==> src/rtl/l1_neuron_mac.sv <==
// Layer-1 dense neuron engine: streams weights/biases from the layer-1 ROM and
// emits one dot-product-plus-bias result per neuron. Optional ReLU via L1_NEURON_RELU_EN.
module l1_neuron_mac #(
  parameter int N_IN      = 36,
  parameter int N_OUT     = 4,
  parameter int ACC_W     = 24,
  parameter int BASE_ADDR = 0,
  localparam int IDX_W    = (N_OUT > 1) ? $clog2(N_OUT) : 1
) (
  input  logic             clk,
  input  logic             rst_n,
  input  logic             start,
  input  logic [N_IN-1:0]  pix,
  output logic             busy,
  output logic             rom_ce,
  output logic             rom_oce,
  output logic [7:0]       rom_ad,
  input  logic [15:0]      rom_dout,
  output logic             out_valid,
  output logic [IDX_W-1:0] out_idx,
  output logic [ACC_W-1:0] out_val,
  output logic             done
);

  localparam int I_W = $clog2(N_IN + 1);
  localparam logic [I_W-1:0]   LAST_I  = I_W'(N_IN);
  localparam logic [IDX_W-1:0] LAST_K  = IDX_W'(N_OUT - 1);
  localparam logic [7:0]       BASE_AD = 8'(BASE_ADDR);

  typedef enum logic [1:0] {IDLE, STREAM, DRAIN} state_t;

  state_t           state, state_nxt;
  logic [N_IN-1:0]  pix_reg;
  logic [I_W-1:0]   i_cnt, rd_i;
  logic [IDX_W-1:0] k_cnt, rd_k;
  logic             rd_valid;
  logic [ACC_W-1:0] acc;
  logic             last_addr;
  logic [N_IN-1:0]  pix_shift;
  logic             pix_bit;
  logic [ACC_W-1:0] w_ext, sum, res_out;

  assign rom_oce   = 1'b1;
  assign last_addr = (i_cnt == LAST_I) && (k_cnt == LAST_K);
  assign pix_shift = pix_reg >> rd_i;
  assign pix_bit   = pix_shift[0];
  assign w_ext     = {{(ACC_W-16){rom_dout[15]}}, rom_dout};
  assign sum       = acc + w_ext;

`ifdef L1_NEURON_RELU_EN
  assign res_out = sum[ACC_W-1] ? '0 : sum;
`else
  assign res_out = sum;
`endif

  always_ff @(posedge clk) begin
    if (!rst_n) state <= IDLE;
    else        state <= state_nxt;
  end

  always_comb begin
    state_nxt = state;
    case (state)
      IDLE:    if (start)     state_nxt = STREAM;
      STREAM:  if (last_addr) state_nxt = DRAIN;
      DRAIN:   if (done)      state_nxt = IDLE;
      default:                state_nxt = IDLE;
    endcase
  end

  always_comb begin
    busy   = (state != IDLE);
    rom_ce = (state == STREAM);
  end

  // rd_* tags follow each address by one cycle so they line up with rom_dout.
  always_ff @(posedge clk) begin
    if (!rst_n) begin
      pix_reg   <= '0;
      i_cnt     <= '0;
      k_cnt     <= '0;
      rd_i      <= '0;
      rd_k      <= '0;
      rd_valid  <= 1'b0;
      acc       <= '0;
      rom_ad    <= '0;
      out_valid <= 1'b0;
      out_idx   <= '0;
      out_val   <= '0;
      done      <= 1'b0;
    end else begin
      out_valid <= 1'b0;
      done      <= 1'b0;
      rd_valid  <= 1'b0;
      if (state == IDLE && start) begin
        pix_reg <= pix;
        rom_ad  <= BASE_AD;
        i_cnt   <= '0;
        k_cnt   <= '0;
      end else if (state == STREAM) begin
        rd_valid <= 1'b1;
        rd_i     <= i_cnt;
        rd_k     <= k_cnt;
        if (!last_addr) rom_ad <= rom_ad + 8'd1;
        if (i_cnt == LAST_I) begin
          i_cnt <= '0;
          k_cnt <= k_cnt + IDX_W'(1);
        end else begin
          i_cnt <= i_cnt + I_W'(1);
        end
      end
      if (rd_valid) begin
        if (rd_i == LAST_I) begin
          acc       <= '0;
          out_val   <= res_out;
          out_idx   <= rd_k;
          out_valid <= 1'b1;
          done      <= (rd_k == LAST_K);
        end else if (pix_bit) begin
          acc <= sum;
        end
      end
    end
  end

endmodule

==> config.mk <==
export PLATFORM = sky130hd
export DESIGN_NAME = l1_neuron_mac
export DESIGN_NICKNAME = d
export VERILOG_FILES = /design/src/rtl/l1_neuron_mac.sv
export SDC_FILE = /design/constraint.sdc
export NUM_CORES = 1
export LEC_CHECK = 0
export CORE_UTILIZATION = 35
export CTS_BUF_LIST = sky130_fd_sc_hd__clkbuf_16
export DETAILED_ROUTE_END_ITERATION = 6
export PLACE_DENSITY_LB_ADDON = 0.2
export SKIP_LAST_GASP = 1
export SLEW_MARGIN = 20
export SYNTH_ARGS = -nofsm -noshare
export SYNTH_HDL_FRONTEND = slang
export SYNTH_SLANG_ARGS = --single-unit
==> constraint.sdc <==
create_clock -name clk -period 4.9 [get_ports clk]
set_input_delay 1.47 -clock clk [delete_from_list [all_inputs] [get_ports clk]]
set_output_delay 1.47 -clock clk [all_outputs]
set_load 0.005 [all_outputs]
Word level (Yosys, flattened, before mapping)
Cells that the tools add are included.

Add/subtract/negate cells: 4. Equal/unequal tests: 9. Shift-type cells: 1. Multiplexer cells: 9. Bitwise operators: 3. Reduce and logical (&&, ||, !) cells: 14.

Operators by type and width (count): $mux 24 (2); $shr 36x6->1 (1); $add 24x24->24 (1); $eq 6x6->1 const B (2); $reduce_and 2->1 (6); $add 8x1->8 const B (1); $add 6x1->6 const B (1); $eq 2x2->1 const B (3); $mux 2 (3); $mux 6 (1); $pmux 2 s3 (1); $reduce_and 3->1 (2); $ne 2x2->1 const B (2); $reduce_bool 2->1 (2); $not 1->1 (3); $add 2x1->2 const B (1); $eq 2x1->1 const B (1); $logic_and 1x1->1 (2); $logic_not 2->1 (1); $mux 1 (2); $ne 2x1->1 const B (1); $reduce_or 2->1 (1).

Register bits: 115. Bits of input ports: 55. Word-level logic and storage cells: 53.

Depth between registers and ports, before layout
Gate-level depths: netlist of run 1.

Depth after elaboration: 4. Depth in mapped cells: 10. Mapped depth without buffers: 9.

Worst setup path before layout of run 1
Ideal clock, no wire load.

Path kind: input-to-reg. Start: input rom_dout[0]. End: register acc[16]. Arrival: 3.748 ns. Data required time: 4.783 ns. Slack: 1.034 ns. Cell stages on the path: 9. Buffers on the path: 0. Cell sequence: ha_1 > fa_1 > a21o_1 > a221oi_2 > o21ai_2 > a41o_1 > or4_1 > and3_4 > a32o_1.

Cells in the longest elaborated chain, start to end: 3.

RTL lines: start, declared (RTL line 18) `input logic [15:0] rom_dout,`; $add 24x24->24 (RTL line 48) `assign sum = acc + w_ext;`; $mux 24 (RTL line 119) `end else if (pix_bit) begin`; $mux 24 (RTL line 113) `if (rd_i == LAST_I) begin`; end signal, assigned (RTL line 120) `acc <= sum;`; end, declared (RTL line 37) `logic [ACC_W-1:0] acc;`.

No other way between the ends. The select of a mux whose other input is x is not followed. A chain may end at the register's enable or synchronous reset.

Final worst setup path of run 1
Same ends and word-level chain as after synthesis.

==> results of run 1 <==
[cell type report]
class	instances	area share (%)
sequential	115	30.6
multi-input combinational	502	44.7
tap	220	3.66
clock inverter	15	2.28
timing repair buffer	97	12.7
clock buffer	17	5.65
antenna	1	0.0332
inverter	10	0.498
[cell families after synthesis]
| kind of cell | after synthesis |
|---|---|
| AO/OA/AOI/OAI | 191 |
| XOR/XNOR | 30 |
| adder cells (fa/ha/maj) | 28 |
| buffers and inverters | 51 |
| flip-flops | 115 |
| multiplexers | 13 |
| other | 1 |
| AND/OR/NAND/NOR | 239 |
[cell usage after synthesis (3+ instances only)]
| library cell | number | share of area [%] |
|---|---|---|
| ha_1 | 27 | 5.7 |
| a22o_1 | 21 | 3.1 |
| xnor2_1 | 16 | 2.4 |
| dfxtp_1 | 115 | 39 |
| nor2_1 | 31 | 2.0 |
| nand3_1 | 18 | 1.5 |
| xor2_1 | 14 | 2.1 |
| a31oi_1 | 3 | 0.32 |
| a21boi_0 | 47 | 6.0 |
| mux2i_1 | 3 | 0.51 |
| a21boi_1 | 8 | 1.0 |
| a21oi_1 | 33 | 2.8 |
| mux4_1 | 4 | 1.8 |
| nor2b_1 | 9 | 0.96 |
| nand4_1 | 7 | 0.74 |
| buf_1 | 3 | 0.19 |
| nor3_1 | 6 | 0.51 |
| inv_1 | 9 | 0.57 |
| o21ai_0 | 24 | 2.0 |
| clkbuf_1 | 26 | 1.7 |
| buf_4 | 4 | 0.51 |
| a211oi_1 | 5 | 0.64 |
| o211ai_1 | 4 | 0.51 |
| and3_1 | 10 | 1.1 |
| a32o_1 | 3 | 0.51 |
| o31ai_1 | 8 | 1.0 |
| and2_1 | 9 | 0.96 |
| buf_2 | 5 | 0.42 |
| a21o_1 | 10 | 1.3 |
| o21a_1 | 5 | 0.64 |
| mux4_2 | 5 | 1.9 |
| or3_1 | 3 | 0.32 |
| buf_6 | 3 | 0.57 |
| and3_2 | 5 | 0.64 |
| a41o_1 | 4 | 0.68 |
| nand2_1 | 130 | 8.3 |
[critical path, cell delays in order]
cell,delay (ns)
clkdlybuf4s50_1,0.41
ha_1,0.24
fa_1,0.41
a21o_1,0.22
a221oi_2,0.39
o21ai_2,0.12
a41o_1,0.26
or4_1,0.40
and3_4,0.19
a32o_1,0.20
[cells in the final DEF (no fill, tap or decap), types with 14 or more instances in the layout]
cell type	n
xnor2_1	16
o21ai_0	24
clkbuf_16	17
nand3_1	18
a21boi_0	47
nand2_1	130
a22o_1	21
xor2_1	14
ha_1	27
dfxtp_1	115
clkdlybuf4s50_1	91
a21oi_1	33
nor2_1	31
[through the flow]
| step | total power, mW | std cells | area [µm²] | worst slack [ns] |
|---|---|---|---|---|
| 3_5_place_dp | 1.21 | 944 | 6930 | 0.475 |
| 6_report | 2.45 | 977 | 7530 | 0.895 |
| 3_3_place_gp | 1.20 | 944 | 6930 | 0.498 |
| 5_1_grt | 2.55 | 976 | 7530 | 0.729 |
| 4_1_cts | 2.48 | 976 | 7530 | 0.917 |
| 2_1_floorplan | 1.12 | 668 | 5890 | 1.03 |
[metal layers]
layer  global-route usage (%)  part of all wire (%)  vias to the layer above
li1                         -                     -                     2543
met1                     22.4                    46                     2339
met2                     29.5                    47                      114
met3                     3.96                   4.4                       27
met4                     8.20                   2.7                        0
met5                        0                     0                        -
[how the worst min path moves through the flow]
stage | endpoint | slack [ns]
detailed placement | out_val[15] | 0.45
finish | out_val[15] | 0.45
global placement | out_val[15] | 0.44
floorplan | acc[2] | 0.43
global route | acc[9] | 0.47
CTS | out_val[15] | 0.46
[power by group through the flow]
stage | Sequential [mW] | Combinational [mW] | Clock [mW]
after floorplan | 0.988 | 0.135 | 0
after global placement | 0.992 | 0.210 | 0
after detailed placement | 0.993 | 0.214 | 0
after CTS | 0.974 | 0.215 | 1.29
after global routing | 0.976 | 0.239 | 1.34
final | 0.974 | 0.214 | 1.26
==> flow_summary_export.csv, run 1 <==
group,metric,value,unit
grt,grt_max_degree,80,
synthesis,syn_inst,668,
pwr,p_clk_share,51.5,%
die,core,0.0165,mm²
synthesis,synth_warnings,0,
cells_and_area,syn_to_final_growth,27.8,%
route,avgRoutedWirePerCell,14.9,µm
die,start_util,35.6,%
grt,grt_overflow_total,0,
clock_tree,hold_buffers,0,
route,drt_iter0_drc,310,
synthesis,avgSynthCellArea,8.82,µm²
pwr,power_frac_seq,39.8,%
synthesis,synth_top_family_by_area,"compound AO/OA/AOI/OAI gates",
synthesis,yosys_most_used_dff,"dfxtp_1",
pwr,switching_share,22.5,%
timing,clock.fmax,250,MHz
timing,setup-tns-final,0,ns
synthesis,syn_area,0.00589,mm²
critical_path,crit_type,"input pin to register",
timing,tightest_slew,0.908,ns
grt,grt_pass1_wl,24900,µm
pwr,p_sw,0.552,mW
cells_and_area,drive_above_1_share,7.41,%
synthesis,synth_seq_area_share,39.1,%
pwr,power_frac_comb,8.7,%
min_path,min_path_cells,2,
timing,setup_violations,0,
synthesis,synth_mux_area_share,4.40,%
die,num_io_pins,94,
grt,gr-usage-all-layers,17.9,%
clock_tree,clockRootBuffer,"clkbuf_16",
grt,antenna_found_initial,1,
timing,final_hold_viol_count,0,
clock_tree,cts_buffers,17,
timing,layout_min_cycle_time,4.00,ns
cells_and_area,ff_latch_area,0.00230,mm²
grt,grt_pass1_vias,5082,
critical_path,critPathRequiredTime,5.21,ns
placement,numPortBuffers,92,
route,final_antenna_net_count,0,
die,rows,47,
critical_path,r2r_end,"acc[2]",
clock_tree,clkSinkCount,115,
critical_path,arrival,4.31,ns
critical_path,r2r-start,"rd_i[1]",
cells_and_area,fin_util,45.6,%
critical_path,cp-start-kind,"input pin",
cells_and_area,largest_reg_flops,36,
pwr,vdd_ir_drop_max,0.250,mV
cells_and_area,multiInputGateArea,0.00336,mm²
clock_tree,path_clk_slew,0.05,ns
route,viasPerCell,5.14,
timing,relSlewSlack,39.4,%
placement,gp_congestion,0.840,
critical_path,critPathCapture,"acc[16]",
clock_tree,clk_path_buf_depth,2,
min_path,hp-class,"register to register",
cells_and_area,fillers,1568,
pwr,leakagePower,2.96,nW
placement,dp_hpwl,10300,µm
clock_tree,cts.htree.levels,4,
pwr,pwr_density_cell,325,mW/mm²
die,fp.dieH,132,µm
synthesis,synth-async-reset-ratio,0,%
synthesis,synth_compound_area_share,23.4,%
critical_path,worstSetupStartpoint,"rom_dout[0]",
synthesis,synthesis.nets,751,
timing,drv_slew,0,
job,drv_cap,0,
clock_tree,clk_latency,0.42,ns
clock_tree,cts_resized,0,
cells_and_area,nets,826,
synthesis,yosys.area_share.simple,18.6,%
clock_tree,cts_tree,"built",
critical_path,endpoint_kind,"register",
clock_tree,post_cts_buffers,0,
critical_path,crit_fanout,4,
timing,fin_crit_sh,81.7,%
min_path,hp-start,"out_val[15]",
timing,fin_hold_ws,0.449,ns
synthesis,ys_seq_elements,115,
route,first_pass_iters,4,
timing,finalClockSkew,0.00815,ns
timing,rsz0062_at_grt,"false",
pwr,internal-power,1.90,mW
synthesis,synthAdderAreaFrac,6.07,%
die,die_x,132,µm
synthesis,yosys.cell_types.count,63,
die,die-area,0.0174,mm²
route,drc,0,
critical_path,r2r_slack,1.69,ns
synthesis,synthXorXnorAreaFrac,4.46,%
route,via_count,5023,
synthesis,synth_edf_count,0,
outcome,status,"complete, no violations",
critical_path,reg2reg_depth,7,
route,wl,14600,µm
Note: power is estimated with default switching activity, not from simulation.
==> run 2: changes to the inputs <==
==> constraint.sdc (replaced) <==
create_clock -name clk -period 3.5 [get_ports clk]
set_input_delay 1.05 -clock clk [delete_from_list [all_inputs] [get_ports clk]]
set_output_delay 1.05 -clock clk [all_outputs]
set_load 0.005 [all_outputs]
==> run 2 against run 1 <==
Effect of this change:
- non-clock buffer count is 31 higher
- largest cell class unchanged
- critical endpoint unchanged
- power up 40%
- clock-buffer cell count unchanged
- via count grew 1.3%
- wire length grew 1.4%
- cell area increased by 3.1%
- clock power increased by 40%
- setup slack worse by 0.74 ns
- global-route usage decreased by 0.052 points
- critical path depth did not move
- register-to-register slack worse by 0.92 ns
- sequential power rose by 40%
==> flow_summary_export.csv, run 2 (synthesized netlist as in run 1, its figures left out) <==
group,metric,value,unit
die,die-area,0.0174,mm²
pwr,power.total,3.44,mW
route,viasPerCell,5.06,
critical_path,endpoint_kind,"register",
critical_path,crit_fanout,3,
route,avgRoutedWirePerCell,14.7,µm
clock_tree,cts_tree,"built",
cells_and_area,antenna_cells,0,
placement,place_ws,-0.360,ns
clock_tree,clockRootBuffer,"clkbuf_16",
pwr,internal-power,2.67,mW
grt,grt_pass1_vias,5131,
clock_tree,clk_path_buf_depth,2,
critical_path,crit_chain,"clkdlybuf4s50_1 -> ha_2 -> fa_2 -> a21o_1 -> a221oi_2 -> o21ai_2 -> a41o_1 -> or4_1 -> and3_4 -> a32o_1",
grt,gr-usage-all-layers,17.9,%
pwr,switching_share,22.3,%
min_path,hp-class,"register to register",
clock_tree,post_cts_buffers,0,
clock_tree,clkSinkCount,115,
grt,grt_pass1_wl,24900,µm
cells_and_area,final_cell_mix,"nand2_1, dfxtp_1, clkdlybuf4s50_1, a21boi_0, buf_4",
die,num_io_pins,94,
placement,numPortBuffers,92,
placement,gp_congestion,0.840,
die,die_x,132,µm
pwr,power_frac_seq,39.7,%
critical_path,arrival,3.64,ns
timing,rsz0062_at_grt,"false",
timing,setup_violations,0,
timing,finalClockSkew,0.0115,ns
timing,layout_min_cycle_time,3.34,ns
pwr,leakagePower,3.10,nW
pwr,vdd_ir_drop_max,0.350,mV
pwr,power_frac_comb,9.3,%
cells_and_area,finalInstanceArea,0.00776,mm²
die,core,0.0165,mm²
timing,tightest_slew,0.777,ns
timing,relSlewSlack,48.0,%
pwr,p_clk_share,51.1,%
route,drt_iter0_drc,272,
grt,antenna_found_initial,0,
route,wl,14800,µm
die,rows,47,
cells_and_area,final_common_cell,"nand2_1",
timing,clock.fmax,299,MHz
cells_and_area,fin_util,47.0,%
critical_path,crit_type,"input pin to register",
cells_and_area,syn_to_final_growth,31.8,%
critical_path,cp_top_family,"compound AO/OA/AOI/OAI gates",
grt,grt_max_degree,67,
placement,dpl-instance-area,0.00716,mm²
outcome,status,"complete, no violations",
route,drc,0,
timing,final_hold_viol_count,0,
job,drv_cap,0,
clock_tree,clk_latency,0.41,ns
clock_tree,path_clk_slew,0.05,ns
critical_path,critPathRequiredTime,3.80,ns
die,start_util,35.6,%
cells_and_area,drive_above_1_share,11.2,%
critical_path,cp.buffers_inverters,1,
cells_and_area,nets,857,
timing,worst_slack,0.156,ns
cells_and_area,largest_reg_flops,36,
timing,fin_crit_sh,95.5,%
critical_path,cp_slowest_stage_delay,0.40,ns
route,via_count,5088,
pwr,pwr_density_cell,443,mW/mm²
placement,dp_hpwl,10600,µm
clock_tree,cts.htree.levels,4,
die,fp.dieH,132,µm
route,first_pass_iters,4,
pwr,p_sw,0.767,mW
timing,drv_slew,0,
grt,grt_overflow_total,0,
critical_path,crit_slowest_cell,"clkdlybuf4s50_1",
clock_tree,cts_buffers,17,
route,final_antenna_net_count,0,
critical_path,cp-start-kind,"input pin",
-- run 2: cell count changes in the layout (fill, tap and decap cells not counted) --
cell        previous run  this run
buf_4                  5        36
and2_1                 8         9
and2_2                 1         0
clkinv_1               5         4
clkinv_2               5         4
clkinvlp_4             1         2
diode_2                1         0
fa_1                   1         0
fa_2                   0         1
ha_1                  27        26
ha_2                   0         1
-- run 2: final cells by class --
class                           instances  area, µm²
Fill cell                            1594       8760
Multi-Input combinational cell        502       3370
Sequential cell                       115       2300
Timing Repair Buffer                  128       1190
Clock buffer                           17        425
Tap cell                              220        275
Clock inverter                         14        170
Inverter                               10       37.5
-- run 2: metal layers --
metal	GRT usage (%)	share of wire (%)	up-vias
met5	0	0	-
met3	4.27	3.8	25
met2	29.8	48	113
met1	22.0	46	2356
li1	-	-	2594
met4	7.62	2.2	0
-- run 2: worst paths after layout --
path,startpoint,endpoint,slack [ns],cells past startpoint
worst max-delay path,rom_dout[0],acc[16],0.16,10
worst min-delay path,out_val[19],out_val[19],0.45,2
worst max register to register,rd_i[0],acc[11],0.77,7
worst min register to register,out_val[19],out_val[19],0.45,2
-- run 2: metrics by stage --
step | hold slack (ns) | setup TNS (ns) | cells
CTS | 0.456 | 0 | 1006
finish | 0.453 | 0 | 1006
global placement | 0.438 | -2.86 | 975
floorplan | 0.434 | 0 | 668
detailed placement | 0.449 | -3.33 | 975
global route | 0.471 | 0 | 1006
-- run 2: power groups by stage --
stage | logic, mW | clock network, mW | registers [mW]
6_report | 0.318 | 1.76 | 1.36
5_1_grt | 0.353 | 1.86 | 1.37
4_1_cts | 0.320 | 1.80 | 1.36
3_5_place_dp | 0.318 | 0 | 1.39
3_3_place_gp | 0.312 | 0 | 1.39
2_1_floorplan | 0.189 | 0 | 1.38
-- run 2: worst register-to-register path: stages (launching register included) --
cell and delay [ns]:
dfxtp_1 0.68, mux4_2 0.59, nor2b_1 0.17, a2111oi_4 0.36
o31a_1 0.19, buf_4 0.32, o31ai_1 0.13, and2_1 0.17
-- run 2: what timing repair did --
item                                    4_1_cts  5_1_grt
hold buffers                                  0        0
resized for setup                             0        2
endpoints found under the setup margin        0        2
